File: config.mk
export PLATFORM = sky130hd
export DESIGN_NAME = snake_dir_input
export DESIGN_NICKNAME = d
export VERILOG_FILES = /design/src/rtl/snake_dir_input.sv
export SDC_FILE = /design/constraint.sdc
export NUM_CORES = 1
export LEC_CHECK = 0
export CAP_MARGIN = 0
export CORE_MARGIN = 3
export CORE_UTILIZATION = 45
export DETAILED_ROUTE_END_ITERATION = 8
export DONT_BUFFER_PORTS = 1
export PLACE_DENSITY = 0.57
export SETUP_SLACK_MARGIN = 0.3
export SKIP_LAST_GASP = 1
export SLEW_MARGIN = 25
export SYNTH_ARGS = -nofsm -noshare
export SYNTH_HDL_FRONTEND = slang
export SYNTH_SLANG_ARGS = --single-unit
File: constraint.sdc
create_clock -name clock -period 3.05 [get_ports clock]
set_input_delay 0.305 -clock clock [delete_from_list [all_inputs] [get_ports clock]]
set_output_delay 0.305 -clock clock [all_outputs]
set_load 0.02 [all_outputs]
File: src/rtl/snake_dir_input.sv
// snake_dir_input: per-player direction controller for the snake engine.
// Buttons are synchronised, debounced and edge-detected into press events.
// Each press is filtered against the current heading and queued. The queue
// is drained one entry per game_tick.
// Ports:
//   clock, reset - system clock and synchronous active-high reset
//   btn          - raw buttons, {up,right,down,left} per player, async
//   game_tick    - one-cycle engine step pulse
//   move         - per-player direction code (1 up,2 right,3 down,4 left,5 none)
//   pending      - per-player queue occupancy
//   overflow     - sticky per-player queue-full drop flag
//   ps2_key_pressed, ps2_key_data - keyboard path, only with SNAKE_DIR_PS2_EN
// Optional feature macro: SNAKE_DIR_PS2_EN.
module snake_dir_input #(
  parameter int NUM_PLAYERS     = 2,
  parameter int DEBOUNCE_CYCLES = 250000,
  parameter int QUEUE_DEPTH     = 2
) (
  input  logic                        clock,
  input  logic                        reset,
  input  logic [4*NUM_PLAYERS-1:0]    btn,
  input  logic                        game_tick,
`ifdef SNAKE_DIR_PS2_EN
  input  logic                        ps2_key_pressed,
  input  logic [7:0]                  ps2_key_data,
`endif
  output logic [3*NUM_PLAYERS-1:0]    move,
  output logic [NUM_PLAYERS*$clog2(QUEUE_DEPTH+1)-1:0] pending,
  output logic [NUM_PLAYERS-1:0]      overflow
);

  localparam int NB = 4 * NUM_PLAYERS;
  localparam int PW = $clog2(QUEUE_DEPTH + 1);
  localparam int AW = (QUEUE_DEPTH > 1) ? $clog2(QUEUE_DEPTH) : 1;
  localparam int CW = (DEBOUNCE_CYCLES > 1) ? $clog2(DEBOUNCE_CYCLES) : 1;

  localparam logic [2:0] DIR_UP    = 3'd1;
  localparam logic [2:0] DIR_RIGHT = 3'd2;
  localparam logic [2:0] DIR_DOWN  = 3'd3;
  localparam logic [2:0] DIR_LEFT  = 3'd4;
  localparam logic [2:0] DIR_NONE  = 3'd5;

  function automatic logic is_opposite(
    input logic [2:0] a,
    input logic [2:0] b
  );
    return (a == DIR_UP    && b == DIR_DOWN)  ||
           (a == DIR_DOWN  && b == DIR_UP)    ||
           (a == DIR_RIGHT && b == DIR_LEFT)  ||
           (a == DIR_LEFT  && b == DIR_RIGHT);
  endfunction

  function automatic logic [AW-1:0] ptr_inc(input logic [AW-1:0] ptr);
    return (ptr == AW'(QUEUE_DEPTH - 1)) ? '0 : ptr + AW'(1);
  endfunction

  logic [NB-1:0] sync1;
  logic [NB-1:0] sync2;
  logic [NB-1:0] stable;
  logic [NB-1:0] press_q;
  logic [CW-1:0] db_cnt [NB];

  // press_q pulses in the same edge the stable level rises, so it is
  // already a registered rising-edge event.
  always_ff @(posedge clock) begin
    if (reset) begin
      sync1   <= '0;
      sync2   <= '0;
      stable  <= '0;
      press_q <= '0;
      for (int i = 0; i < NB; i++) begin
        db_cnt[i] <= '0;
      end
    end else begin
      sync1 <= btn;
      sync2 <= sync1;
      for (int i = 0; i < NB; i++) begin
        press_q[i] <= 1'b0;
        if (sync2[i] == stable[i]) begin
          db_cnt[i] <= '0;
        end else if (db_cnt[i] == CW'(DEBOUNCE_CYCLES - 1)) begin
          stable[i]  <= sync2[i];
          db_cnt[i]  <= '0;
          press_q[i] <= sync2[i];
        end else begin
          db_cnt[i] <= db_cnt[i] + CW'(1);
        end
      end
    end
  end

  for (genvar p = 0; p < NUM_PLAYERS; p++) begin : g_player
    logic [3:0]    key_vec;
    logic [3:0]    press_vec;
    logic          valid;
    logic [2:0]    dir;
    logic [2:0]    ref_dir;
    logic          accept;
    logic          full;
    logic          pop;
    logic          push;
    logic [2:0]    move_q;
    logic [2:0]    last_q;
    logic [2:0]    mem [QUEUE_DEPTH];
    logic [AW-1:0] head;
    logic [AW-1:0] wptr;
    logic [PW-1:0] cnt;
    logic          ovf;

`ifdef SNAKE_DIR_PS2_EN
    always_comb begin
      key_vec = '0;
      if (ps2_key_pressed) begin
        if (p == 0) begin
          case (ps2_key_data)
            8'h1D:   key_vec = 4'b1000;
            8'h23:   key_vec = 4'b0100;
            8'h1B:   key_vec = 4'b0010;
            8'h1C:   key_vec = 4'b0001;
            default: key_vec = '0;
          endcase
        end else if (p == 1) begin
          case (ps2_key_data)
            8'h43:   key_vec = 4'b1000;
            8'h4B:   key_vec = 4'b0100;
            8'h42:   key_vec = 4'b0010;
            8'h3B:   key_vec = 4'b0001;
            default: key_vec = '0;
          endcase
        end
      end
    end
`else
    assign key_vec = '0;
`endif

    assign press_vec = press_q[4*p +: 4] | key_vec;

    // Only a single simultaneous press is meaningful; anything else
    // is discarded.
    always_comb begin
      valid = 1'b1;
      dir   = DIR_NONE;
      case (press_vec)
        4'b1000: dir = DIR_UP;
        4'b0100: dir = DIR_RIGHT;
        4'b0010: dir = DIR_DOWN;
        4'b0001: dir = DIR_LEFT;
        default: valid = 1'b0;
      endcase
    end

    // Filter against where the snake will be heading once the queue
    // has drained: the newest queued turn, else the current move.
    assign ref_dir = (cnt != '0) ? last_q : move_q;
    assign accept  = valid && (dir != ref_dir) &&
                     !is_opposite(dir, ref_dir);
    assign full    = (cnt == PW'(QUEUE_DEPTH));
    assign pop     = game_tick && (cnt != '0);
    assign push    = accept && (!full || pop);

    always_ff @(posedge clock) begin
      if (reset) begin
        move_q <= DIR_NONE;
        last_q <= DIR_NONE;
        head   <= '0;
        wptr   <= '0;
        cnt    <= '0;
        ovf    <= 1'b0;
        for (int i = 0; i < QUEUE_DEPTH; i++) begin
          mem[i] <= DIR_NONE;
        end
      end else begin
        if (pop) begin
          move_q <= mem[head];
          head   <= ptr_inc(head);
        end
        if (push) begin
          mem[wptr] <= dir;
          wptr      <= ptr_inc(wptr);
          last_q    <= dir;
        end
        if (accept && !push) begin
          ovf <= 1'b1;
        end
        if (push && !pop) begin
          cnt <= cnt + PW'(1);
        end else if (pop && !push) begin
          cnt <= cnt - PW'(1);
        end
      end
    end

    assign move[3*p +: 3]     = move_q;
    assign pending[PW*p +: PW] = cnt;
    assign overflow[p]         = ovf;
  end

endmodule
# Word level (Yosys, flattened, before mapping)
# Memory sizes are Yosys's and may differ from the RTL's. A register that Yosys moved wholly into a read port is not among the register bits.
# Cells that the tools add are included.
[word_totals]
n_memories = 3
in_bits = 11
wordCells = 333
reg_bits = 48
ram_bits = 156
[classes]
n_reduce_logical = 62
n_addsub = 16
eq_ne = 44
muxes = 140
n_bitwise = 40
[memory_table]
columns = ["memory", "depth", "width", "read_ports", "rd_clocked_by_memory_dff", "wr", "line", "source"]
rows = [
  ["db_cnt", 8, 18, 8, 0, 8, "61", "logic [CW-1:0] db_cnt [NB];"],
  ["g_player[0].mem", 2, 3, 1, 1, 2, "104", "logic [2:0] mem [QUEUE_DEPTH];"],
  ["g_player[1].mem", 2, 3, 1, 1, 2, "104", ""],
]
[ops]
columns = ["cell", "n"]
rows = [
  ["18-bit two-way mux", 24],
  ["18-bit by 1-bit adder with 18-bit output, second input constant", 8],
  ["18-bit == test, second input constant", 8],
  ["1-bit two-way mux", 106],
  ["3-bit OR reduction", 10],
  ["3-bit by 2-bit == test with 1-bit output, second input constant", 8],
  ["1-bit bitwise OR", 24],
  ["3-bit case mux with 4 select lines", 2],
  ["1-bit logical AND", 22],
  ["1-bit NOT", 16],
  ["2-bit AND reduction", 8],
  ["3-bit by 1-bit == test with 1-bit output, second input constant", 4],
  ["3-bit == test, second input constant", 4],
  ["3-bit two-way mux", 4],
  ["1-bit == test", 8],
  ["4-bit by 1-bit == test with 1-bit output, second input constant", 2],
  ["4-bit by 2-bit == test with 1-bit output, second input constant", 2],
  ["4-bit by 3-bit == test with 1-bit output, second input constant", 2],
  ["4-bit == test, second input constant", 2],
  ["1-bit logical NOT", 8],
  ["1-bit logical OR", 8],
  ["2-bit two-way mux", 4],
  ["2-bit nonzero test", 4],
  ["4-bit OR reduction", 2],
  ["other kinds (5)", 12],
]

# Logic depth before layout (Yosys ltp)
# Gate-level depths: netlist (run 1).
[logic_depth]
depth_word = 15
depth_mapped = 12

# Least setup slack after synthesis (run 1)
# OpenSTA, ideal clock, no wires.
[synth_path]
path_kind = "register to register"
startpoint = "register g_player[0].cnt[0]"
endpoint = "register g_player[0].cnt[1]"
n_path_buf = 1
slack_ps = 161
t_required_ps = 2979
arrival_time_ps = 2818
setup_time_ps = 71
path_stages_with_launch = 11
path_cell_list = "dfxtp_1 > buf_2 > nor3b_1 > or4_1 > a2111oi_1 > nor3_1 > nand2_1 > inv_1 > ha_1 > or3_1 > a21oi_1"
[synth_via]
elab_chain_cells = 13
[synth_lines]
columns = ["item", "line", "source"]
rows = [
  ["start: declaration", "107", "logic [PW-1:0] cnt;"],
  ["start signal: assignment", "187", "cnt <= cnt + PW'(1);"],
  ["start signal: assignment", "189", "cnt <= cnt - PW'(1);"],
  ["2-bit nonzero test", "155, 159", ""],
  ["3-bit two-way mux", "155", "assign ref_dir = (cnt != '0) ? last_q : move_q;"],
  ["3-bit by 2-bit == test with 1-bit output / 3-bit by 1-bit == test with 1-bit output (equally long branches)", "47, 48", ""],
  ["1-bit logical AND, on equally long branches", "47, 48", ""],
  ["1-bit logical OR", "47", "return (a == DIR_UP && b == DIR_DOWN) ||"],
  ["1-bit logical OR", "48", "(a == DIR_DOWN && b == DIR_UP) ||"],
  ["1-bit logical OR", "49", "(a == DIR_RIGHT && b == DIR_LEFT) ||"],
  ["1-bit logical NOT", "157", "!is_opposite(dir, ref_dir);"],
  ["1-bit logical AND", "156", "assign accept = valid && (dir != ref_dir) &&"],
  ["1-bit logical AND *", "160", "assign push = accept && (!full || pop);"],
  ["via g_player[0].push", "101", "logic push;"],
  ["1-bit logical NOT", "188", "end else if (pop && !push) begin"],
  ["1-bit logical AND", "188", ""],
  ["2-bit nonzero test (no line)", "n/a", ""],
]
# The timed path passes the listed nets; every way through them passes the cells marked *. The select of a mux whose other input is x is not followed.
# A chain may end at the register's enable or synchronous reset.

# Final worst setup path (run 1)
# Ends and elaborated chain as after synthesis.

==> reports/results.ini, run 1 <==
[global_route]
grt_pass1_wl_um = 32400
use_met1_pct = 21.35
first_global_vias = 6866
antenna_found_initial = 1
use_met3_pct = 2.237
grt_max_degree = 60
grt-busiest-layer = met2
grt_overflow = 0
track_usage_pct = 14.95
grtUsageMet2_pct = 23.97

[cells_and_area]
drive_above_1_share_pct = 5.649
fin_nets = 1189
diodes = 0
syn2layout_area_growth_pct = 16.72

[floorplanning]
fp.dieArea_mm2 = 0.02527
die-width_um = 159.0
row_count = 55
ioPinCount = 23
die_y_um = 159.0
design.core.area_mm2 = 0.02285
start_util_pct = 46.08

[sta]
rsz0062_at_grt = true
setup_viol = 0
hold_viol = 0
slew_viol_final = 0
fin_tns_setup_ns = 0
slew_headroom_pct = 54.42
period_share_pct = 86.22
worstMarginPinSlew_ns = 0.6775
finClkSkew_ns = 0.01231
finalCriticalPeriod_ns = 2.630
clock.fmax_ghz = 0.3803

[power_and_ir_drop]
power.share.switching_pct = 21.40
pwr-share-comb_pct = 3.1
p_int_uw = 4907
p_clk_share_pct = 44.8
fin_total_pwr_uw = 6242
p_per_area_mw_per_mm2 = 508.0
power_leakage_uw = 0.004330
peakVddDrop_uv = 372.4
p_sw_uw = 1336
p_seq_share_pct = 52.1

[drt]
drtPass1Iterations = 4
vias = 7163
via_per_inst = 4.779
drt-initial-drc-count = 405
drc = 0
drt-total-wl_um = 18740
ant_nets = 0
wl_per_cell_um = 12.50

[min_path]
hold_path_depth = 2
min_path_type = in2reg
hold_start = reset
hold_path_end = press_q[1]$_SDFF_PP0_

[cts]
cts.htree.levels = 1
clk_pin_slew_worst_paths_ns = 0.06
cts_inserted_buffers = 24
worst_skew_pair.late_latency_ns = 0.51
cts_tree = built
cts.sinks = 210
clk_path_buf_depth = 3
cts_root_buf = clkbuf_16

[place]
dp_hpwl_um = 12740
port-buffer-count = 0
gp_congestion = 0.7727

[setup_path]
critPathCaptureType = register
critical_path_class = reg2reg
start_kind = register
rrSetupSlack_ns = 0.42
critPathArrivalTime_ns = 3.07
required_ns = 3.49
critical_path.max_fanout = 10
worstReg2RegEnd = g_player[0].cnt[1]$_SDFFE_PP0P_
r2r.worst_path.cells = 9
r2r_start = g_player[0].cnt[0]$_SDFFE_PP0P_

[synthesis]
synth_most_common_cell = nor2_1
post-synth-top-area-fraction_pct = 44.49
postSynthCellCount = 1016
synth_cell_types = 57
synthTopCellsByArea = edfxtp_1, dfxtp_1, nor2_1
synth_area_mm2 = 0.01053
synth-main-ff-cell = edfxtp_1
synth-edff-count = 156
seq_area_frac_synth_pct = 54.76
avgSynthCellArea_um2 = 10.36
async_flop_share_pct = 0
synth_common_cells = nor2_1, edfxtp_1, xor2_1
ys_ff_latch = 210
yosysWarnings = 0
synth_area_leader_cell = edfxtp_1

[status]
status = complete, no violations

[run]
maxCapViolations = 0

## power by group through the flow
stage	logic, µW	registers (µW)	clock network (µW)
after floorplan	160	3290	0
after global placement	165	3310	0
after detailed placement	165	3320	0
after CTS	193	3250	2880
after global routing	228	3270	3000
final	195	3250	2790
## how the worst max path moves through the flow
stage / startpoint / slack (ns) / depth (start not counted) / to
global placement: g_player[0].cnt[0]$_SDFFE_PP0P_ / 0.41 / 9 / g_player[0].cnt[1]$_SDFFE_PP0P_
CTS: g_player[0].cnt[0]$_SDFFE_PP0P_ / 0.37 / 9 / g_player[0].cnt[1]$_SDFFE_PP0P_
detailed placement: g_player[0].cnt[0]$_SDFFE_PP0P_ / 0.38 / 9 / g_player[0].cnt[1]$_SDFFE_PP0P_
floorplan: g_player[0].cnt[0]$_SDFFE_PP0P_ / 0.32 / 10 / g_player[0].cnt[1]$_SDFFE_PP0P_
global route: g_player[0].cnt[0]$_SDFFE_PP0P_ / 0.29 / 9 / g_player[0].cnt[1]$_SDFFE_PP0P_
finish: g_player[0].cnt[0]$_SDFFE_PP0P_ / 0.42 / 9 / g_player[0].cnt[1]$_SDFFE_PP0P_
## cells in the final DEF (no fill, tap or decap), types with 4 or more instances in the layout
| cell type | n |
|---|---|
| inv_1 | 26 |
| and4_1 | 5 |
| nor4_1 | 22 |
| dfxtp_2 | 4 |
| nor3_1 | 15 |
| nor2b_1 | 23 |
| edfxtp_1 | 156 |
| and3_1 | 22 |
| a211o_1 | 7 |
| dlygate4sd3_1 | 9 |
| or4_1 | 8 |
| or2_2 | 5 |
| nor2_1 | 217 |
| nand3_1 | 57 |
| clkbuf_16 | 25 |
| or2_1 | 4 |
| xor2_1 | 74 |
| mux2i_1 | 19 |
| o21ai_0 | 15 |
| buf_4 | 6 |
| nand2_1 | 58 |
| a21oi_1 | 14 |
| nor4b_1 | 13 |
| or3_1 | 16 |
| dfxtp_1 | 48 |
| clkinv_2 | 8 |
| clkinv_1 | 4 |
| xnor2_1 | 73 |
| ha_1 | 10 |
| conb_1 | 144 |
| nand4_1 | 25 |
## per-stage QoR
stage / setup WS, ns / instances / util [%] / hold WS [ns] / instance area, µm²
after floorplan: 0.3245 / 1159 / - / 0.4138 / 11080
after global placement: 0.4101 / 1445 / 49.77 / 0.3758 / 11370
after detailed placement: 0.3804 / 1445 / 49.77 / 0.3774 / 11370
after CTS: 0.3665 / 1499 / 53.64 / 0.009355 / 12260
after global routing: 0.2911 / 1499 / 53.79 / 0.01722 / 12290
final: 0.4204 / 1499 / 53.79 / 0.02655 / 12290
## timing repair
action / 4_1_cts / 5_1_grt
resized for setup: 0 / 10
hold buffers: 10 / 0
setup endpoints to repair: 0 / 2
setup buffers: 0 / 0
hold endpoints to repair: 55 / 0
## state kept, by name, summed over array words and instances, names as in the netlist
signal / flops
sync2: 8
stable: 8
g_player.mem: 12
press_q: 8
sync1: 8
g_player.cnt: 4
g_player.last_q: 6
g_player.move_q: 6
db_cnt: 144
g_player.wptr: 2
g_player.ovf: 2
g_player.head: 2
## cells by family after synthesis
family,synth area share [%]
and+or+nand+nor,23.42
DFF,54.76
xor gates and xnor gates,12.23
AOI/OAI and AO/OA,4.064
buffers and inverters,2.293
muxes,2.008
adders and majority gates,1.188
other,0.03562
## worst max-delay path, cell delays in order (launching register included)
cell and delay [ns]:
dfxtp_4 0.40, or4b_2 0.68, o31a_1 0.14, o31ai_2 0.25, nor3_1 0.13, nand2_1 0.11, inv_1 0.05, ha_1 0.31
or3_1 0.37, a21oi_1 0.13
## layer usage
| layer | vias to the layer above | wire length, µm |
|---|---|---|
| met5 | - | 0 |
| met4 | 0 | 473 |
| met3 | 32 | 553 |
| met2 | 75 | 8132 |
| met1 | 3314 | 9576 |
| li1 | 3742 | - |
## area by class of cell
cell class              count  area [µm²]
well taps                 313       391.6
repair buffers             16       162.7
clock buffers              28       636.9
flip-flops and latches    210        5778
fillers                  2107       10560
inverters                  26       97.59
clock inverters            16       130.1
multi-input cells         890        5092
(Power assumes the default switching activity.)
==> run 2: changes to the inputs <==
--- a/config.mk
+++ b/config.mk
@@ -7,10 +7,10 @@
 export LEC_CHECK = 0
 export CAP_MARGIN = 0
 export CORE_MARGIN = 3
-export CORE_UTILIZATION = 45
+export CORE_UTILIZATION = 50
 export DETAILED_ROUTE_END_ITERATION = 8
 export DONT_BUFFER_PORTS = 1
-export PLACE_DENSITY = 0.57
+export PLACE_DENSITY = 0.62
 export SETUP_SLACK_MARGIN = 0.3
 export SKIP_LAST_GASP = 1
 export SLEW_MARGIN = 25
==> reports/results.ini, run 2 (same netlist as run 1, synthesis figures left out) <==
[run]
maxCapViolations = 0

[setup_path]
crit_slowest_cell = or4_4
slowest_delay_ns = 0.50
critPathCaptureType = register
critical_path.max_fanout = 5
start_kind = register
critPathTopFamily = simple AND/OR/NAND/NOR gates
r2r.worst_path.cells = 9
cp_cell_sequence = nor3b_2 > or4_4 > a2111oi_4 > nor3_2 > nand2_1 > inv_1 > ha_1 > or3_1 > a21oi_1
critical_path_class = reg2reg
critPathArrivalTime_ns = 3.05
required_ns = 3.48
cp.depth = 9
cp_num_buf_inv = 1

[power_and_ir_drop]
power_leakage_uw = 0.004345
p_per_area_mw_per_mm2 = 510.9
p_int_uw = 4959
p_sw_uw = 1306
power.share.switching_pct = 20.85
p_seq_share_pct = 51.9
peakVddDrop_uv = 397.3
p_clk_share_pct = 45.0
pwr-share-comb_pct = 3.1

[drt]
vias = 7213
drt-initial-drc-count = 280
wl_per_cell_um = 12.61
via_per_inst = 4.954
drc = 0
drt-total-wl_um = 18360
ant_nets = 0
drtPass1Iterations = 4

[min_path]
hold_path_depth = 2
min_path_type = in2reg

[global_route]
antenna_found_initial = 0
track_usage_pct = 16.65
grt_pass1_wl_um = 31730
grt_overflow = 0
grt_max_degree = 61
first_global_vias = 6886

[cts]
clk_pin_slew_worst_paths_ns = 0.06
worst_skew_pair.late_latency_ns = 0.51
cts_tree = built
cts_inserted_buffers = 24
cts.htree.levels = 1
cts_root_buf = clkbuf_16
clk_path_buf_depth = 3
cts.sinks = 210

[sta]
finalCriticalPeriod_ns = 2.624
slew_viol_final = 0
rsz0062_at_grt = false
clock.fmax_ghz = 0.3812
worstMarginPinSlew_ns = 0.7029
setup_viol = 0
slew_headroom_pct = 52.71
worst_hold_slack_ns = 0.03450
hold_viol = 0
period_share_pct = 86.02
fin_tns_setup_ns = 0
finClkSkew_ns = 0.01207

[status]
status = complete, no violations

[cells_and_area]
diodes = 0
layout_commonest_cell = nor2_1
largest_reg_flops = 144
fillers = 1813
drive_above_1_share_pct = 5.734
layout_common_cells = nor2_1, edfxtp_1, conb_1
top_regs = db_cnt x144, g_player.mem x12
fin_nets = 1189
syn2layout_area_growth_pct = 16.48
top_register = db_cnt
design_area_mm2 = 0.01226

[floorplanning]
fp.dieArea_mm2 = 0.02283
row_count = 52
start_util_pct = 51.54
die_y_um = 151.1
die-width_um = 151.1
design.core.area_mm2 = 0.02043
ioPinCount = 23

[place]
gp_congestion = 0.7787
postPlaceCellArea_mm2 = 0.01132
dp_hpwl_um = 12470
port-buffer-count = 0

-- run 2: timing repair --
item | CTS | global route
resized for setup | 0 | 13
hold buffers | 9 | 0
hold endpoints to repair | 55 | 0
setup buffers | 0 | 1
endpoints found under the setup margin | 0 | 2
-- run 2: cell type report --
type	instances	area (µm²)	share of cell area (%)
Clock buffer	33	675.6	5.509
Clock inverter	11	102.6	0.8366
Multi-Input combinational cell	890	5116	41.72
Timing Repair Buffer	16	157.7	1.285
Sequential cell	210	5777	47.10
Inverter	26	97.59	0.7958
Tap cell	270	337.8	2.755
-- run 2: final timing paths --
check / from / to / slack, ns
max: g_player[0].move_q[1]$_SDFFE_PP0P_ / g_player[0].cnt[1]$_SDFFE_PP0P_ / 0.43
min: reset / press_q[3]$_SDFF_PP0_ / 0.03
min reg2reg: sync1[5]$_SDFF_PP0_ / sync2[5]$_SDFF_PP0_ / 0.43
max reg2reg: g_player[0].move_q[1]$_SDFFE_PP0P_ / g_player[0].cnt[1]$_SDFFE_PP0P_ / 0.43
-- run 2: stage by stage --
step / utilization, % / std cells / setup WS [ns] / total power [µW]
after floorplan: - / 1159 / 0.3245 / 3450
after global placement: 55.40 / 1402 / 0.4221 / 3475
after detailed placement: 55.40 / 1402 / 0.3478 / 3480
after CTS: 59.73 / 1455 / 0.3353 / 6349
after global routing: 60.03 / 1456 / 0.3008 / 6508
final: 60.03 / 1456 / 0.4265 / 6266
-- run 2: power groups by stage --
| stage | clock [µW] | sequential, µW | combinational (µW) |
|---|---|---|---|
| floorplan | 0 | 3290 | 160 |
| global placement | 0 | 3310 | 163 |
| detailed placement | 0 | 3320 | 164 |
| CTS | 2900 | 3250 | 191 |
| global route | 3010 | 3270 | 228 |
| finish | 2820 | 3250 | 194 |
-- run 2: metal layers --
metal,vias up,part of all wire (%),track usage [%]
met4,0,2.1,4.760
met2,94,44,26.37
met5,-,0,0
met1,3351,50,23.88
met3,30,3.5,2.633
li1,3738,-,-
